--- config.mk ---
export PLATFORM = sky130hd
export DESIGN_NAME = prime_stream_gen
export DESIGN_NICKNAME = d
export VERILOG_FILES = /design/src/rtl/prime_stream_gen.sv
export SDC_FILE = /design/constraint.sdc
export NUM_CORES = 1
export LEC_CHECK = 0
export CORE_AREA = 2 2 81 83
export CTS_BUF_LIST = sky130_fd_sc_hd__clkbuf_8 sky130_fd_sc_hd__clkbuf_16
export CTS_CLUSTER_DIAMETER = 30
export CTS_CLUSTER_SIZE = 30
export DETAILED_ROUTE_END_ITERATION = 10
export DIE_AREA = 0 0 83 85
export PLACE_DENSITY = 0.44
export SETUP_SLACK_MARGIN = 0.15
export SLEW_MARGIN = 20
export SYNTH_ARGS = -nofsm -noshare
export SYNTH_HDL_FRONTEND = slang
export SYNTH_SLANG_ARGS = --single-unit
--- constraint.sdc ---
create_clock -name Clk -period 2.84 [get_ports Clk]
set_input_delay 0.284 -clock Clk [delete_from_list [all_inputs] [get_ports Clk]]
set_output_delay 0.284 -clock Clk [all_outputs]
set_load 0.01 [all_outputs]
--- src/rtl/prime_stream_gen.sv ---
// prime_stream_gen: valid/ready stream containing exactly Target primes per run.
// Define PRIME_STREAM_FILLER_EN to interleave LFSR-chosen non-prime filler beats.
module prime_stream_gen (
  input  logic       Clk,
  input  logic       nRst,
  input  logic       Start,
  input  logic [7:0] Target,
  input  logic       Ready,
  output logic [3:0] B,
  output logic       Valid,
  output logic       Busy,
  output logic       Done,
  output logic [7:0] Sent
);
  typedef enum logic [1:0] {S_IDLE, S_EMIT, S_DONE} state_t;
  localparam logic [3:0] PRIMES [6] = '{4'd2, 4'd3, 4'd5, 4'd7, 4'd11, 4'd13};
  state_t state;
  logic [7:0] tgt;
  logic [2:0] idx;
  logic [7:0] sent_inc;
  logic [2:0] idx_inc;
  logic fire;
  assign sent_inc = Sent + 8'd1;
  assign idx_inc = idx == 3'd5 ? 3'd0 : idx + 3'd1;
  assign fire = Valid && Ready;
`ifdef PRIME_STREAM_FILLER_EN
  localparam logic [3:0] FILLS [8] = '{4'd1, 4'd4, 4'd6, 4'd8, 4'd9, 4'd10, 4'd12, 4'd14};
  logic [3:0] lfsr;
  logic [3:0] lfsr_nxt;
  logic filler;
  assign lfsr_nxt = {lfsr[2:0], lfsr[3] ^ lfsr[2]};
`endif
  always_ff @(posedge Clk or negedge nRst) begin
    if (!nRst) begin
      state <= S_IDLE;
      tgt <= 8'd0;
      idx <= 3'd0;
      B <= 4'd0;
      Valid <= 1'b0;
      Busy <= 1'b0;
      Done <= 1'b0;
      Sent <= 8'd0;
`ifdef PRIME_STREAM_FILLER_EN
      lfsr <= 4'b1001;
      filler <= 1'b0;
`endif
    end else begin
      case (state)
        S_IDLE: if (Start) begin
          Sent <= 8'd0;
          idx <= 3'd0;
          Busy <= 1'b1;
`ifdef PRIME_STREAM_FILLER_EN
          lfsr <= 4'b1001;
          filler <= 1'b0;
`endif
          if (Target != 8'd0) begin
            tgt <= Target;
            B <= PRIMES[0];
            Valid <= 1'b1;
            state <= S_EMIT;
          end else begin
            Done <= 1'b1;
            state <= S_DONE;
          end
        end
        S_EMIT: if (fire) begin
`ifdef PRIME_STREAM_FILLER_EN
          lfsr <= lfsr_nxt;
          if (filler) begin
            filler <= 1'b0;
            B <= PRIMES[idx];
          end else
`endif
          begin
            Sent <= sent_inc;
            idx <= idx_inc;
            if (sent_inc == tgt) begin
              Valid <= 1'b0;
              Done <= 1'b1;
              state <= S_DONE;
            end else begin
`ifdef PRIME_STREAM_FILLER_EN
              // lfsr_nxt[0] picks filler vs prime; a filler is always followed by a prime
              filler <= lfsr_nxt[0];
              B <= lfsr_nxt[0] ? FILLS[lfsr_nxt[2:0]] : PRIMES[idx_inc];
`else
              B <= PRIMES[idx_inc];
`endif
            end
          end
        end
        S_DONE: begin
          Done <= 1'b0;
          Busy <= 1'b0;
          state <= S_IDLE;
        end
        default: state <= S_IDLE;
      endcase
    end
  end
endmodule

==> After elaboration in Yosys (flattened, before gate mapping) <==
Memories as Yosys holds them, arrays and structs flattened.
Index checks and enable logic that the tools add are counted.
{ "totals": {"wordCells": 67, "rom_bits": 32, "reg_bits": 28, "mem_count": 1, "output_inout_bits": 15} }
{ "memory_table": {"columns": ["name", "depth", "width", "read_ports", "rd_clocked_by_memory_dff", "wr", "line_no", "source"], "rows": [
  ["(name not given)", 8, 4, 1, 0, 0, "88", "B <= PRIMES[idx_inc];"]
]} }
{ "classes": {"eq_ne": 10, "order_cmp": 1, "add_sub_neg": 2, "muxes": 31, "n_reduce_logical": 13, "bitwise_logic": 1} }
{ "op_table": {"columns": ["cell", "n"], "rows": [
  ["4-bit 2-to-1 mux", 6],
  ["8-bit 2-to-1 mux", 2],
  ["8-bit one-hot mux with 2 select lines", 1],
  ["5-bit AND reduction", 3],
  ["2-bit != test (second input constant)", 6],
  ["1-bit 2-to-1 mux", 9],
  ["3-bit 2-to-1 mux", 3],
  ["3-bit AND reduction", 3],
  ["8-bit by 1-bit adder with 8-bit output (second input constant)", 1],
  ["8-bit equality test", 1],
  ["2-bit 2-to-1 mux", 4],
  ["4-bit one-hot mux with 2 select lines", 1],
  ["8-bit nonzero test", 1],
  ["3-bit one-hot mux with 2 select lines", 1],
  ["4-bit greater-or-equal comparator (second input constant)", 1],
  ["3-bit NOT with 4-bit output", 1],
  ["1-bit one-hot mux with 2 select lines", 2],
  ["2-bit one-hot mux with 2 select lines", 1],
  ["2-bit nonzero test", 2],
  ["3-bit by 1-bit adder with 3-bit output (second input constant)", 1],
  ["3-bit equality test (second input constant)", 1],
  ["1-bit one-hot mux with 3 select lines", 1],
  ["3-bit nonzero test", 1],
  ["2-bit by 1-bit equality test with 1-bit output (second input constant)", 1],
  ["4 further kinds", 4]
]} }

==> Longest topological paths before layout <==
{ "depth": {"word_depth": 9, "mapped_depth": 8, "mapped_depth_nobuf": 6} }

==> Worst setup path before layout <==
OpenSTA, ideal clock, no wires.
{ "synth_path": {"path_kind": "reg-to-reg", "start": "register Sent[0]", "end": "register B[1]", "stages_incl_launch_ff": 8, "setup_ps": 126, "t_arrival_ps": 1925, "synth_period_minus_slack_ps": 2051, "path_slack_ps": 789, "cell_sequence": "dfrtp_1 > ha_1 > nor3b_1 > o21a_1 > o31a_1 > and3_4 > buf_6 > o32a_1"} }
{ "synth_via": {"elab_chain_cells": 4} }
{ "synth_rtl": {"columns": ["element", "line_no", "source"], "rows": [
  ["start: declaration", "13", "output logic [7:0] Sent"],
  ["start signal: assignment", "76", "Sent <= sent_inc;"],
  ["8-bit by 1-bit adder with 8-bit output", "23", "assign sent_inc = Sent + 8'd1;"],
  ["8-bit equality test", "78", "if (sent_inc == tgt) begin"],
  ["2-bit != test (no line)", null, null],
  ["5-bit AND reduction (no line)", null, null],
  ["end signal: assignment", "59", "B <= PRIMES[0];"],
  ["end signal: assignment", "88", null],
  ["end: declaration", "9", "output logic [3:0] B,"]
]} }
Every way passes these cells.
A chain may end at the register's enable or synchronous reset.

==> Worst setup path in the final report <==
{ "layout_path": {"start": "register Sent[0]", "end": "register B[2]"} }
The elaborated chain is that of the path after synthesis.

==> impl_metrics.json <==
{
  "status": "finished, final reports clean",
  "place_inst": 254,
  "finalCritPeriodShare_pct": 74.4,
  "use_met2_pct": 20.3,
  "clock_latency_ns": 0.27,
  "yosysSeqAreaShare_pct": 45.4,
  "met3_usage_pct": 2.14,
  "fmaxAchievable_ghz": 0.473,
  "hold_viol": 0,
  "p_leak_nw": 0.786,
  "synth_xor_area_share_pct": 5.11,
  "synth_fa_ha_area_share_pct": 0.810,
  "crit_required_ns": 2.98,
  "cts_tree": "yes",
  "dieArea_um2": 7060,
  "power.density_nw_per_um2": 1010,
  "synth_area_um2": 1540,
  "tns_ns": 0,
  "netSwitchingPower_w": 0.000801,
  "n_antenna_cell": 0,
  "drtIter0Drc": 64,
  "clkPwrFrac_pct": 12.9,
  "pwr-share-comb_pct": 49.1,
  "track_usage_pct": 11.6,
  "setup_viol": 0,
  "final_cell_mix": "dfrtp_1, clkdlybuf4s50_1, o21ai_0, nand2_1, a21oi_1",
  "gp_congestion": 0.774,
  "clk_pin_slew_ns": 0.10,
  "die_y_um": 85,
  "first_pass_iters": 4,
  "ioPinCount": 27,
  "multiInputGateArea_um2": 769,
  "start_kind": "flip-flop",
  "seqPwrFrac_pct": 38.0,
  "start_util_pct": 24.9,
  "grt_max_degree": 29,
  "portBuffers": 26,
  "async_flop_share_pct": 100,
  "synthCells": 158,
  "p_int_w": 0.00114,
  "synthMuxAreaShare_pct": 5.83,
  "sw_frac_of_total_pct": 41.3,
  "totalWireLength_um": 3900,
  "yosysWarnings": 0,
  "drc": 0,
  "cp_cell_sequence": "ha_1 -> nor3b_1 -> o21a_1 -> o31a_1 -> a41oi_1 -> o32ai_1",
  "cts_inserted_buffers": 3,
  "drive_gt1_share_pct": 9.39,
  "clockBufferDepth": 2,
  "synth_top_family_by_area": "compound AO/OA/AOI/OAI gates",
  "cts_setup_buffers": 0,
  "cts_hold_buf": 0,
  "rsz0062_at_grt": "no",
  "area_delta_synth_final_pct": 24.1,
  "fin_cells": 258,
  "synth_cell_type_count": 45,
  "synth_nets": 171,
  "dp_hpwl_um": 2980,
  "ff_latch_area_um2": 701,
  "synth_edf_count": 0,
  "rows": 29,
  "antenna_found_initial": 0,
  "ys_ff_latch": 28,
  "synth-compound-area-share_pct": 20.5,
  "hp-class": "input port to async pin",
  "overflow": 0,
  "htree_levels": 1,
  "finalClockSkew_ns": 0.00167,
  "worstPathMaxFanout": 7,
  "endpoint_kind": "flip-flop",
  "ir_worst_vdd_uv": 294,
  "timing_worst_setup_path_type": "flip-flop to flip-flop",
  "ant_nets": 0,
  "route.vias.total": 1295,
  "final_nets": 195,
  "synth_simple_gate_area_share_pct": 17.6,
  "slew_headroom_pct": 63.8,
  "maxCapViolCount": 0,
  "grt.busiest_layer": "met2",
  "cts_sinks": 28,
  "core_area_um2": 6200,
  "grt_pass1_wl_um": 6570,
  "critPathSlowestCell": "dfrtp_1",
  "dieWidth_um": 83,
  "wl_per_cell_um": 15.1,
  "slew_viol_final": 0,
  "crit_arrival_ns": 2.25,
  "avgViaCountPerCell": 5.02,
  "cp.buffers_inverters": 0,
  "grt_pass1_vias": 1342,
  "layout_commonest_cell": "dfrtp_1",
  "cts-resized-gates": 0,
  "cts_root_buf": "clkbuf_8",
  "ys.flop_type": "dfrtp_1",
  "slowest_delay_ns": 0.46,
  "fin_crit_ns": 2.11,
  "crit_family": "compound AO/OA/AOI/OAI gates",
  "avgSynthCellArea_um2": 9.77,
  "grt.met1_usage_pct": 14.4,
  "worst_slew_pin_slew_ns": 0.539,
  "fill_cells": 631
}
## flip-flops by register name, indices dropped and copies added (netlist names)
signal and cells:
B 4, Busy 1, Done 1, Sent 8, Valid 1, idx 3
state 2, tgt 8
## cells in the mapped netlist, types with 3 or more instances
master	instances	share of area [%]
dfrtp_1	28	45
o21ai_0	12	3.9
nand2_1	11	2.7
a21oi_1	10	3.2
nor2_1	9	2.2
mux2_2	8	5.8
xor2_1	7	4.0
nand3_1	6	1.9
nor2b_1	5	2.0
inv_1	4	0.97
and3_1	3	1.2
buf_4	3	1.5
clkbuf_1	3	0.73
nor3_1	3	0.97
## power by group through the flow
| stage | registers [W] | clock network, W | logic [W] |
|---|---|---|---|
| 2_1_floorplan | 0.000675 | 0 | 0.000695 |
| 3_3_place_gp | 0.000741 | 0 | 0.000931 |
| 3_5_place_dp | 0.000747 | 0 | 0.000954 |
| 4_1_cts | 0.000739 | 0.000265 | 0.000959 |
| 5_1_grt | 0.000769 | 0.000283 | 0.00105 |
| 6_report | 0.000736 | 0.000250 | 0.000952 |
## final cells by class
cell class	instances	share of cell area [%]
Tap cell	77	5.03
Multi-Input combinational cell	116	40.2
Clock buffer	4	2.87
Sequential cell	28	36.6
Timing Repair Buffer	28	14.4
Inverter	5	0.980
## kinds of logic after synthesis
kind of cell / after synthesis
xor+xnor: 9
fa+ha+maj: 1
buf+inv: 14
flops: 28
mux: 8
simple gates: 51
compound gates: 47
## per-stage QoR
step,setup WS (ns),total power [W],hold WS [ns],util [%],cell area (um^2)
after floorplan,0.789,0.00137,-0.0116,-,1540
after global placement,0.581,0.00167,0.503,30.0,1860
after detailed placement,0.588,0.00170,0.526,30.0,1860
after CTS,0.732,0.00196,0.393,30.9,1920
after global routing,0.529,0.00210,0.444,30.9,1920
final,0.728,0.00194,0.387,30.9,1920
## layer usage
metal  share of wire, %  up-vias
met5                  0        -
met4                2.0        0
met3                3.3        8
met2                 50       32
met1                 45      624
li1                   -      631
## path summary, 6_finish.rpt
| kind | from | endpoint | slack (ns) | depth (start not counted) |
|---|---|---|---|---|
| max | Sent[0] | B[2] | 0.73 | 6 |
| min | nRst | Sent[5] | 0.39 | 2 |
| max reg2reg | Sent[0] | B[2] | 0.73 | 6 |
| min reg2reg | Sent[7] | Sent[7] | 0.54 | 1 |
| max in group asynchronous | nRst | Sent[2] | 2.18 | 2 |
| min in group Clk | Sent[7] | Sent[7] | 0.54 | 1 |
No activity file was read; power rests on OpenSTA's default activity.
